### src/rtl/xfft_frame_ctrl.sv
// Frame sequencer in front of the xfft core: sends one config beat, then gates
// NFRAMES frames of FFT_LEN samples with tlast, and tracks output frames and core events.
module xfft_frame_ctrl #(
  parameter int DATA_WID = 16,
  parameter int CONF_WID = 8,
  parameter int STAT_WID = 8,
  parameter int FFT_LEN  = 64,
  parameter int NFRAMES  = 4
) (
  input  logic                           clk,
  input  logic                           rst,
  input  logic                           en,
  input  logic [CONF_WID-1:0]            cfg_word,
  input  logic [2*DATA_WID-1:0]          s_axis_tdata,
  input  logic                           s_axis_tvalid,
  output logic                           s_axis_tready,
  output logic [2*DATA_WID-1:0]          m_axis_data_tdata,
  output logic                           m_axis_data_tvalid,
  input  logic                           m_axis_data_tready,
  output logic                           m_axis_data_tlast,
  output logic [CONF_WID-1:0]            m_axis_config_tdata,
  output logic                           m_axis_config_tvalid,
  input  logic                           m_axis_config_tready,
  input  logic                           fft_out_tvalid,
  input  logic                           fft_out_tready,
  input  logic                           fft_out_tlast,
  input  logic                           event_tlast_unexpected,
  input  logic                           event_tlast_missing,
  input  logic                           event_fft_overflow,
  output logic                           busy,
  output logic                           done,
  output logic                           err,
  output logic [$clog2(NFRAMES+1)-1:0]   frames_in,
  output logic [$clog2(NFRAMES+1)-1:0]   frames_out,
  output logic [STAT_WID-1:0]            ovf_cnt
);

  localparam int SW = $clog2(FFT_LEN);
  localparam int FW = $clog2(NFRAMES+1);
  localparam logic [SW-1:0] SAMP_LAST = SW'(FFT_LEN - 1);
  localparam logic [FW-1:0] FR_MAX    = FW'(NFRAMES);
  localparam logic [FW-1:0] FR_LAST   = FW'(NFRAMES - 1);

  typedef enum logic [2:0] {
    S_IDLE, S_CFG, S_STREAM, S_DRAIN, S_DONE, S_ERR
  } state_t;

  state_t              r_state, w_next;
  logic [CONF_WID-1:0] r_cfg;
  logic [SW-1:0]       r_samp_cnt;
  logic [FW-1:0]       r_frames_in, r_frames_out;
  logic [STAT_WID-1:0] r_ovf_cnt;
  logic                r_err;

  logic w_start, w_data_hs, w_frame_end;
  logic w_active, w_run, w_tlast_evt, w_out_frame, w_ovf_inc;

  function automatic logic [FW-1:0] sat_inc_frames(input logic [FW-1:0] v);
    return (v == FR_MAX) ? v : v + FW'(1);
  endfunction

  function automatic logic [STAT_WID-1:0] sat_inc_ovf(input logic [STAT_WID-1:0] v);
    return (v == '1) ? v : v + STAT_WID'(1);
  endfunction

  assign w_active    = (r_state == S_CFG) || (r_state == S_STREAM) || (r_state == S_DRAIN);
  assign w_run       = (r_state == S_STREAM) || (r_state == S_DRAIN);
  assign w_tlast_evt = (event_tlast_unexpected | event_tlast_missing) & w_active;
  assign w_out_frame = fft_out_tvalid & fft_out_tready & fft_out_tlast & w_run;
  assign w_ovf_inc   = event_fft_overflow & w_run;

  always_ff @(posedge clk) begin
    if (rst) r_state <= S_IDLE;
    else     r_state <= w_next;
  end

  // STREAM is a zero-latency pass-through; every other state holds the data path closed.
  always_comb begin
    w_next               = r_state;
    w_start              = 1'b0;
    w_data_hs            = 1'b0;
    w_frame_end          = 1'b0;
    s_axis_tready        = 1'b0;
    m_axis_data_tvalid   = 1'b0;
    m_axis_data_tdata    = '0;
    m_axis_data_tlast    = 1'b0;
    m_axis_config_tvalid = 1'b0;
    case (r_state)
      S_IDLE: begin
        if (en) begin
          w_start = 1'b1;
          w_next  = S_CFG;
        end
      end
      S_CFG: begin
        m_axis_config_tvalid = 1'b1;
        if (m_axis_config_tready) w_next = S_STREAM;
      end
      S_STREAM: begin
        s_axis_tready      = m_axis_data_tready;
        m_axis_data_tvalid = s_axis_tvalid;
        m_axis_data_tdata  = s_axis_tdata;
        m_axis_data_tlast  = (r_samp_cnt == SAMP_LAST);
        w_data_hs          = s_axis_tvalid & m_axis_data_tready;
        w_frame_end        = w_data_hs & m_axis_data_tlast;
        if (w_frame_end && ((r_frames_in == FR_LAST) || !en)) w_next = S_DRAIN;
      end
      S_DRAIN: begin
        if (r_frames_out == r_frames_in) w_next = S_DONE;
      end
      S_DONE: begin
        if (!en) w_next = S_IDLE;
      end
      S_ERR: begin
        if (!en) w_next = S_IDLE;
      end
      default: w_next = S_IDLE;
    endcase
    if (w_tlast_evt) w_next = S_ERR;
  end

  always_ff @(posedge clk) begin
    if (rst) begin
      r_cfg        <= '0;
      r_samp_cnt   <= '0;
      r_frames_in  <= '0;
      r_frames_out <= '0;
      r_ovf_cnt    <= '0;
      r_err        <= 1'b0;
    end else if (w_start) begin
      r_cfg        <= cfg_word;
      r_samp_cnt   <= '0;
      r_frames_in  <= '0;
      r_frames_out <= '0;
      r_ovf_cnt    <= '0;
      r_err        <= 1'b0;
    end else begin
      if (w_frame_end)    r_samp_cnt <= '0;
      else if (w_data_hs) r_samp_cnt <= r_samp_cnt + SW'(1);
      if (w_frame_end)    r_frames_in  <= r_frames_in + FW'(1);
      if (w_out_frame)    r_frames_out <= sat_inc_frames(r_frames_out);
      if (w_ovf_inc)      r_ovf_cnt    <= sat_inc_ovf(r_ovf_cnt);
      if (w_tlast_evt)    r_err        <= 1'b1;
    end
  end

  assign m_axis_config_tdata = r_cfg;
  assign busy       = w_active;
  assign done       = (r_state == S_DONE);
  assign err        = r_err;
  assign frames_in  = r_frames_in;
  assign frames_out = r_frames_out;
  assign ovf_cnt    = r_ovf_cnt;

endmodule

### config.mk
export PLATFORM = sky130hd
export DESIGN_NAME = xfft_frame_ctrl
export DESIGN_NICKNAME = d
export VERILOG_FILES = /design/src/rtl/xfft_frame_ctrl.sv
export SDC_FILE = /design/constraint.sdc
export NUM_CORES = 1
export LEC_CHECK = 0
export CAP_MARGIN = 25
export CORE_ASPECT_RATIO = 2
export CORE_UTILIZATION = 34
export CTS_CLUSTER_SIZE = 40
export DETAILED_ROUTE_END_ITERATION = 10
export PLACE_DENSITY_LB_ADDON = 0.1
export SYNTH_ARGS = -nofsm -noshare
export SYNTH_HDL_FRONTEND = slang
export SYNTH_SLANG_ARGS = --single-unit
### constraint.sdc
create_clock -name clk -period 1.6 [get_ports clk]
set_input_delay 0.32 -clock clk [delete_from_list [all_inputs] [get_ports clk]]
set_output_delay 0.32 -clock clk [all_outputs]
set_load 0.02 [all_outputs]
# After elaboration in Yosys (flattened, before gate mapping)
# Cells that the tools add are included.
# op_classes
magnitude_cmp	0
n_addsub	4
n_reduce_logical	15
bitwise_logic	10
div	0
shifts	0
mux	16
mul	0
eq_ne	20
# ops
operator	count
$mux W32	1
$mux W3	6
$pmux W3 S5	1
$reduce_and A5 Y1	2
$eq A3 B2 Y1 const B	3
$eq A3 B3 Y1 const B	3
$ne A3 B2 Y1 const B	3
$add A8 B1 Y8 const B	1
$eq A8 B8 Y1 const B	1
$mux W1	8
$and A1 B1 Y1	7
$add A3 B1 Y3 const B	2
$add A6 B1 Y6 const B	1
$eq A6 B6 Y1 const B	1
$ne A2 B2 Y1 const B	3
$ne A3 B3 Y1 const B	2
$reduce_or A2 Y1	3
$logic_or A1 B1 Y1	4
$ne A2 B1 Y1 const B	2
$reduce_and A2 Y1	2
$eq A3 B1 Y1 const B	1
$eq A3 B3 Y1	1
$logic_not A3 Y1	1
$reduce_or A3 Y1	1
4 further kinds	5
# totals
ff_bits	32
mem_count	0
romBits	0
output_inout_bits	61
wordCells	73
input_bits	52
mem_bits_rw	0
latch_bits	0

# Longest topological paths before layout
# Gate-level depths: netlist of run 1.
# depth
depth_word	6
mapped_depth	6
depth_no_buf	6

# Least setup slack after synthesis of run 1
# OpenSTA, ideal clock, no wires.
# synth_timing
path_kind	flip-flop to flip-flop
from	register r_frames_in[0] (netlist: frames_in[0])
to	register r_state[2]
n_path_buf	0
setup_time_ns	0.086
stages_incl_launch_ff	7
t_required_ns	1.514
arrival_time_ns	1.840
synth_period_minus_slack_ns	1.927
path_slack_ns	-0.327
path_cell_list	dfxtp_1 ha_1 ha_1 and2b_2 or4_4 a22o_1 a221oi_2
# synth_via
elab_chain_cells	5
elab_cells_between_ends	7
classes_between	eq/ne: 4; reduce/logical: 3
# synth_lines
element	line_no	source
from (decl)	51	logic [FW-1:0] r_frames_in, r_frames_out;
from (signal assigned)	140	if (w_frame_end) r_frames_in <= r_frames_in + FW'(1);
$eq A3 B2 Y1	106	if (w_frame_end && ((r_frames_in == FR_LAST) || !en)) w_next = S_DRAIN;
$logic_or A1 B1 Y1	106	
$logic_and A1 B1 Y1	106	
$ne A3 B2 Y1 (no source line)	--	
$reduce_and A5 Y1 (no source line) (*)	--	
to (signal assigned)	74	else r_state <= w_next;
to (decl)	48	state_t r_state, w_next;
# Mark *: on every way between the ends. The rest lies on a longest branch, timed or not.
# A chain may end at the register's enable or synchronous reset.

# Worst setup path in the final report of run 1
# layout_timing
from	register r_frames_in[1] (netlist: frames_in[1])
to	register r_state[2]
# Same word-level chain as after synthesis.

==> results.tsv, run 1 <==
stage	metric	value	unit
placement	dp.cells	423	
detailed_routing	via_per_inst	4.90	
detailed_routing	routed_wl	6070	um
job	cap_violations	0	
critical_path	crit_type	reg2reg	
placement	port_buffers	112	
placement	hpwl	4400	um
worst_hold_path	hold_class	reg2reg	
placement	place.gp.congestion	0.854	
final_layout	syn_to_final_growth	101	%
timing	fin_crit_sh	1.11	
clock_tree	cts_made_buffers	5	
power	leakagePower	1.70	nW
clock_tree	clockBufferDepth	2	
clock_tree	h-tree-depth	2	
clock_tree	root_buffer	clkbuf_8	
global_routing	grt_usage	0.213	
yosys	synthCells	228	
global_routing	gr-total-overflow	0	
final_layout	drive_gt1_frac	0.408	
worst_hold_path	min_from	m_axis_config_tdata[7]$_SDFFE_PP0P_	
floorplan	ios	113	
timing	setup_violations	39	
global_routing	grt_max_degree	12	
critical_path	r2r.worst_path.cells	6	
critical_path	reg2reg_to	r_state[2]$_SDFFE_PP0P_	
critical_path	r2r_slack	-0.17	ns
critical_path	cp_max_fo	3	
clock_tree	insertion_delay	0.28	ns
critical_path	r2r-start	frames_in[1]$_SDFFE_PP0P_	
yosys	avgSynthCellArea	8.25	um^2
placement	place_area	3330	um^2
yosys	synth_top_area_cell	dfxtp_1	
yosys	yosysWarnings	0	
timing	max_freq	565	MHz
final_layout	fin_area	3780	um^2
final_layout	mostFrequentLayoutCell	clkdlybuf4s50_1	
outcome	failed_checks	setup timing	
final_layout	nFillCells	448	
detailed_routing	num_vias	2190	
timing	finalHoldViolations	0	
final_layout	stdcell_count	447	
detailed_routing	drt_iter0_markers	45	
yosys	yosysUniqueCellTypes	47	
critical_path	cp.arrival	1.97	ns
yosys	synth_top_area_frac	0.340	
detailed_routing	dr.pass1.iters	4	
worst_hold_path	holdPathStages	2	
yosys	synth_edf_count	0	
clock_tree	clk_pin_slew	0.07	ns
power	ir_drop	580	uV
final_layout	layout.area.seq	656	um^2
floorplan	die-area	5850	um^2
worst_hold_path	hold-path-endpoint	m_axis_config_tdata[7]$_SDFFE_PP0P_	
floorplan	fp.dieW	54.6	um
power	p_per_area	639	nW/um^2
yosys	synth_seq_cells	32	
global_routing	grt_pass1_wl	9050	um
critical_path	end_kind	register	
critical_path	crit_path_start_kind	register	
timing	worst_pin_slew	0.432	ns
clock_tree	cts_sinks	32	
outcome	run_status	complete, but fails checks	
final_layout	multi_input_area	1350	um^2
timing	slew_viol_final	0	
clock_tree	ctsHoldBuffers	0	
global_routing	antenna_found_initial	0	
timing	min_period	1.77	ns
floorplan	rows	38	
yosys	synth_area	1880	um^2
timing	clock_skew	0.00287	ns
placement	dp_slack	-0.363	ns
timing	maxSlewHeadroom	0.709	
critical_path	cp.required	1.79	ns
yosys	synth_fp_nets	286	
yosys	synth_area_leaders	dfxtp_1, and2_1, nor2_1	
floorplan	coreArea	5370	um^2
yosys	yosysSeqAreaShare	0.340	
yosys	async_flop_share	0	
detailed_routing	drc	0	
timing	worst_hold_slack	0.453	ns
final_layout	fin_nets	444	
timing	rsz0062_at_grt	true	
floorplan	initial_utilization	0.350	
final_layout	n_antenna_cell	0	
global_routing	grt_pass1_vias	2120	
final_layout	final_cell_mix	clkdlybuf4s50_1, buf_6, buf_4, and2_4, dfxtp_1	
clock_tree	cts_tree	done	
timing	setup_ws	-0.171	ns
yosys	ys.flop_type	dfxtp_1	
floorplan	die_y	107	um
detailed_routing	postRouteAntennaNets	0	
detailed_routing	wl_per_cell	13.6	um
power breakdown:
part | total, mW | internal, mW | switching, mW
combinational | 0.754 | 0.417 | 0.337
clock | 0.793 | 0.487 | 0.306
sequential | 0.868 | 0.836 | 0.0313
repair_timing:
action,CTS,global route
pin swaps,25,5
buffers inserted,8,4
cloned,4,0
hold endpoints to repair,0,0
gates resized for setup,294,12
setup endpoints to repair,60,51
per-layer routing:
layer	global-route usage	wire length, um	vias up
met5	0	0	-
li1	-	-	1091
met3	0.0496	515	8
met2	0.415	3490	102
met1	0.186	1960	989
met4	0.0879	102	0
state kept, by name (all words and copies together), names as in the netlist:
name	count
err	1
ovf_cnt	8
frames_out	3
frames_in	3
m_axis_config_tdata	8
r_samp_cnt	6
r_state	3
logic make-up after synthesis:
family                     count (synthesis)  share of synthesized area
AOI/OAI and AO/OA                         31                      0.112
and+or+nand+nor                          120                      0.358
DFF                                       32                      0.340
xor gates and xnor gates                  15                     0.0698
muxes                                      5                     0.0273
buffers and inverters                     19                     0.0525
adders and majority gates                  6                     0.0399
critical path, stage by stage (launching register included):
cell and delay (ns):
dfxtp_4 0.36, ha_4 0.13, ha_4 0.11, and2b_2 0.20
or4_4 0.43, a22o_1 0.22, a221oi_2 0.23
metrics by stage:
step	TNS (ns)	total power [mW]	utilization
2_1_floorplan	-0.152	1.19	-
3_3_place_gp	-14.73	1.54	0.619
3_5_place_dp	-16.00	1.54	0.619
4_1_cts	-3.91	2.41	0.689
5_1_grt	-7.35	2.54	0.704
6_report	-4.58	2.41	0.704
Yosys cell counts (4+ instances only):
cell type,number
and2_1,37
dfxtp_1,32
nor2_1,25
nand2_1,23
a21oi_1,11
inv_1,9
xor2_1,8
xnor2_1,7
ha_1,6
nor3_1,6
clkbuf_1,5
nand3_1,5
o21ai_0,5
mux2i_1,4
nand4_1,4
worst max path at each step:
stage / from / end / slack (ns) / depth (start not counted)
3_3_place_gp: en / r_state[2]$_SDFFE_PP0P_ / -0.31 / 5
4_1_cts: frames_in[1]$_SDFFE_PP0P_ / r_state[2]$_SDFFE_PP0P_ / -0.19 / 6
5_1_grt: r_state[2]$_SDFFE_PP0P_ / m_axis_data_tdata[15] / -0.23 / 6
6_report: frames_in[1]$_SDFFE_PP0P_ / r_state[2]$_SDFFE_PP0P_ / -0.17 / 6
3_5_place_dp: en / r_state[2]$_SDFFE_PP0P_ / -0.36 / 5
2_1_floorplan: frames_in[1]$_SDFFE_PP0P_ / r_state[2]$_SDFFE_PP0P_ / -0.15 / 6
cell type report:
class | instances | area share
repair buffers | 161 | 0.409
multi-input cells | 177 | 0.357
flip-flops and latches | 32 | 0.173
clock buffers | 8 | 0.0321
well taps | 60 | 0.0199
inverters | 9 | 0.00894
(Power assumes the default switching activity.)
==> inputs of run 2 (changes only) <==
--- a/config.mk
+++ b/config.mk
@@ -11,6 +11,7 @@
 export CTS_CLUSTER_SIZE = 40
 export DETAILED_ROUTE_END_ITERATION = 10
 export PLACE_DENSITY_LB_ADDON = 0.1
+export REMOVE_ABC_BUFFERS = 1
 export SYNTH_ARGS = -nofsm -noshare
 export SYNTH_HDL_FRONTEND = slang
 export SYNTH_SLANG_ARGS = --single-unit
==> results.tsv, run 2 (synthesis results as in run 1) <==
stage	metric	value	unit	change
detailed_routing	num_vias	2197		+0.32%
critical_path	cp.arrival	1.46	ns	-0.51 ns
global_routing	grt_pass1_wl	9690	um	+7.1%
global_routing	antenna_found_initial	0		unchanged
floorplan	initial_utilization	0.350		unchanged
timing	worst_hold_slack	0.458	ns	+0.00480 ns
critical_path	r2r.worst_path.cells	6		unchanged
clock_tree	clk_pin_slew	0.07	ns	about the same
timing	clock_skew	0.00915	ns	+0.00628 ns
timing	setup_ws	-0.182	ns	-0.0115 ns
critical_path	cp_cell_sequence	nor3b_4 > buf_6 > buf_12 > and2_1 > buf_6		
timing	rsz0062_at_grt	true		
clock_tree	insertion_delay	0.29	ns	about the same
detailed_routing	routed_wl	6630	um	+9.2%
clock_tree	cts_sinks	32		unchanged
placement	hpwl	4670	um	+6.0%
final_layout	final_util	0.697		-0.00675
floorplan	die-area	5850	um^2	unchanged
final_layout	fin_nets	438		-1.4%
clock_tree	ctsHoldBuffers	0		unchanged
timing	min_period	1.78	ns	+0.0115 ns
timing	worst_pin_slew	0.421	ns	-0.0107 ns
power	ir_drop	597	uV	+2.9%
clock_tree	cts_made_buffers	5		unchanged
detailed_routing	postRouteAntennaNets	0		unchanged
placement	place.gp.congestion	0.905		+5.9%
detailed_routing	drc	0		unchanged
clock_tree	clockBufferDepth	2		unchanged
critical_path	crit_end	m_axis_data_tdata[21]		
detailed_routing	dr.pass1.iters	4		unchanged
critical_path	cp.required	1.28	ns	-0.51 ns
final_layout	syn_to_final_growth	98.9	%	
worst_hold_path	hold_class	reg2reg		
power	p_per_area	599	nW/um^2	-6.2%
critical_path	r2r_slack	-0.18	ns	about the same
critical_path	slowest_stage	dfxtp_4		
critical_path	r2r-start	frames_in[1]$_SDFFE_PP0P_		
critical_path	end_kind	primary output		
timing	max_freq	561	MHz	-0.64%
floorplan	die_y	107	um	unchanged
floorplan	rows	38		unchanged
global_routing	grt_max_degree	19		+7
final_layout	n_antenna_cell	0		unchanged
timing	fin_crit_sh	1.11		+0.00717
critical_path	crit_path_start_kind	register		
clock_tree	cts_tree	done		
critical_path	reg2reg_to	r_state[2]$_SDFFE_PP0P_		
timing	tns	-5.58	ns	-0.992 ns
floorplan	ios	113		unchanged
clock_tree	h-tree-depth	2		unchanged
clock_tree	root_buffer	clkbuf_8		
timing	maxSlewHeadroom	0.717		+0.00803
critical_path	cp_common_cell	buf_6		
job	cap_violations	0		unchanged
global_routing	gr-total-overflow	0		unchanged
critical_path	cp_slowest_stage_delay	0.37	ns	-0.06 ns
power	leakagePower	1.68	nW	-1.4%
final_layout	fin_area	3740	um^2	-0.96%
final_layout	final_cell_mix	clkdlybuf4s50_1, buf_6, buf_4, and2_4		
global_routing	grt_usage	0.227		+0.0136
floorplan	fp.dieW	54.6	um	unchanged
detailed_routing	drt_iter0_markers	39		-13%
detailed_routing	via_per_inst	4.98		+1.7%
critical_path	cp_max_fo	9		+6
final_layout	mostFrequentLayoutCell	clkdlybuf4s50_1		
floorplan	coreArea	5370	um^2	unchanged
outcome	run_status	complete, but fails checks		
final_layout	drive_gt1_frac	0.399		-0.00932
detailed_routing	wl_per_cell	15.0	um	+11%
timing	slew_viol_final	0		unchanged
critical_path	critPathLaunch	r_state[2]$_SDFFE_PP0P_		
outcome	failed_checks	setup timing		
timing	setup_violations	38		-2.6%
global_routing	grt_pass1_vias	2113		-0.33%
timing	finalHoldViolations	0		unchanged
critical_path	crit_type	reg2out		
placement	port_buffers	112		unchanged
placement	place_area	3260	um^2	-2.0%
-- run 2: changes by cell type in the layout (fill, tap and decap cells not counted), moves of 2 or more --
| cell | before | now |
|---|---|---|
| and2_2 | 2 | 0 |
| buf_6 | 44 | 41 |
| clkinv_2 | 0 | 2 |
| dfxtp_2 | 3 | 5 |
| buf_4 | 43 | 36 |
| dlygate4sd2_1 | 12 | 14 |
| buf_16 | 0 | 2 |
| clkdlybuf4s50_1 | 61 | 59 |
-- run 2: stage by stage --
stage | cells | setup WS, ns | power, mW
CTS | 436 | -0.187 | 2.22
finish | 441 | -0.182 | 2.24
detailed placement | 421 | -0.378 | 1.54
global route | 441 | -0.236 | 2.35
floorplan | 218 | -1.07 | 1.15
global placement | 421 | -0.332 | 1.53
-- run 2: what timing repair did --
item                                    CTS  global route
resized for setup                       273            40
cloned                                    2             2
endpoints found under the setup margin   62            49
endpoints found under the hold margin     0             0
pin swaps                                 9            19
setup buffers                             5             4
-- run 2: layout make-up --
class / instances / area [um^2]
clock buffers: 6 / 82.6
clock inverters: 2 / 10.0
fillers: 447 / 1630
inverters: 9 / 33.8
multi-input cells: 177 / 1330
flip-flops and latches: 32 / 654
well taps: 60 / 75.1
repair buffers: 155 / 1560
-- run 2: worst min-delay path by stage --
stage / from / end / slack (ns) / cells past startpoint
6_report: m_axis_config_tdata[5]$_SDFFE_PP0P_ / m_axis_config_tdata[5]$_SDFFE_PP0P_ / 0.46 / 2
2_1_floorplan: rst / m_axis_config_tdata[0]$_SDFFE_PP0P_ / 0.39 / 1
5_1_grt: m_axis_config_tdata[3]$_SDFFE_PP0P_ / m_axis_config_tdata[3]$_SDFFE_PP0P_ / 0.48 / 2
3_3_place_gp: m_axis_config_tdata[5]$_SDFFE_PP0P_ / m_axis_config_tdata[5]$_SDFFE_PP0P_ / 0.44 / 2
4_1_cts: m_axis_config_tdata[6]$_SDFFE_PP0P_ / m_axis_config_tdata[6]$_SDFFE_PP0P_ / 0.46 / 2
3_5_place_dp: m_axis_config_tdata[6]$_SDFFE_PP0P_ / m_axis_config_tdata[6]$_SDFFE_PP0P_ / 0.45 / 2
-- run 2: where the power goes --
| group | leakage (nW) | switching, mW | internal (mW) | total [mW] |
|---|---|---|---|---|
| sequential | 0.263 | 0.0310 | 0.841 | 0.872 |
| clock | 0.0510 | 0.307 | 0.343 | 0.650 |
| combinational | 1.37 | 0.330 | 0.391 | 0.721 |
-- run 2: per-layer routing --
| layer | global-route usage | vias to the layer above | share of wire |
|---|---|---|---|
| li1 | - | 1076 | - |
| met1 | 0.225 | 1028 | 0.35 |
| met2 | 0.428 | 74 | 0.58 |
| met3 | 0.0312 | 19 | 0.048 |
| met4 | 0.0934 | 0 | 0.028 |
| met5 | 0 | - | 0 |
-- run 2: critical path: cells and delay by family (launching register included) --
family | cells | cell delay [ns]
flops | 1 | 0.37
buf+inv | 3 | 0.41
simple gates | 2 | 0.39
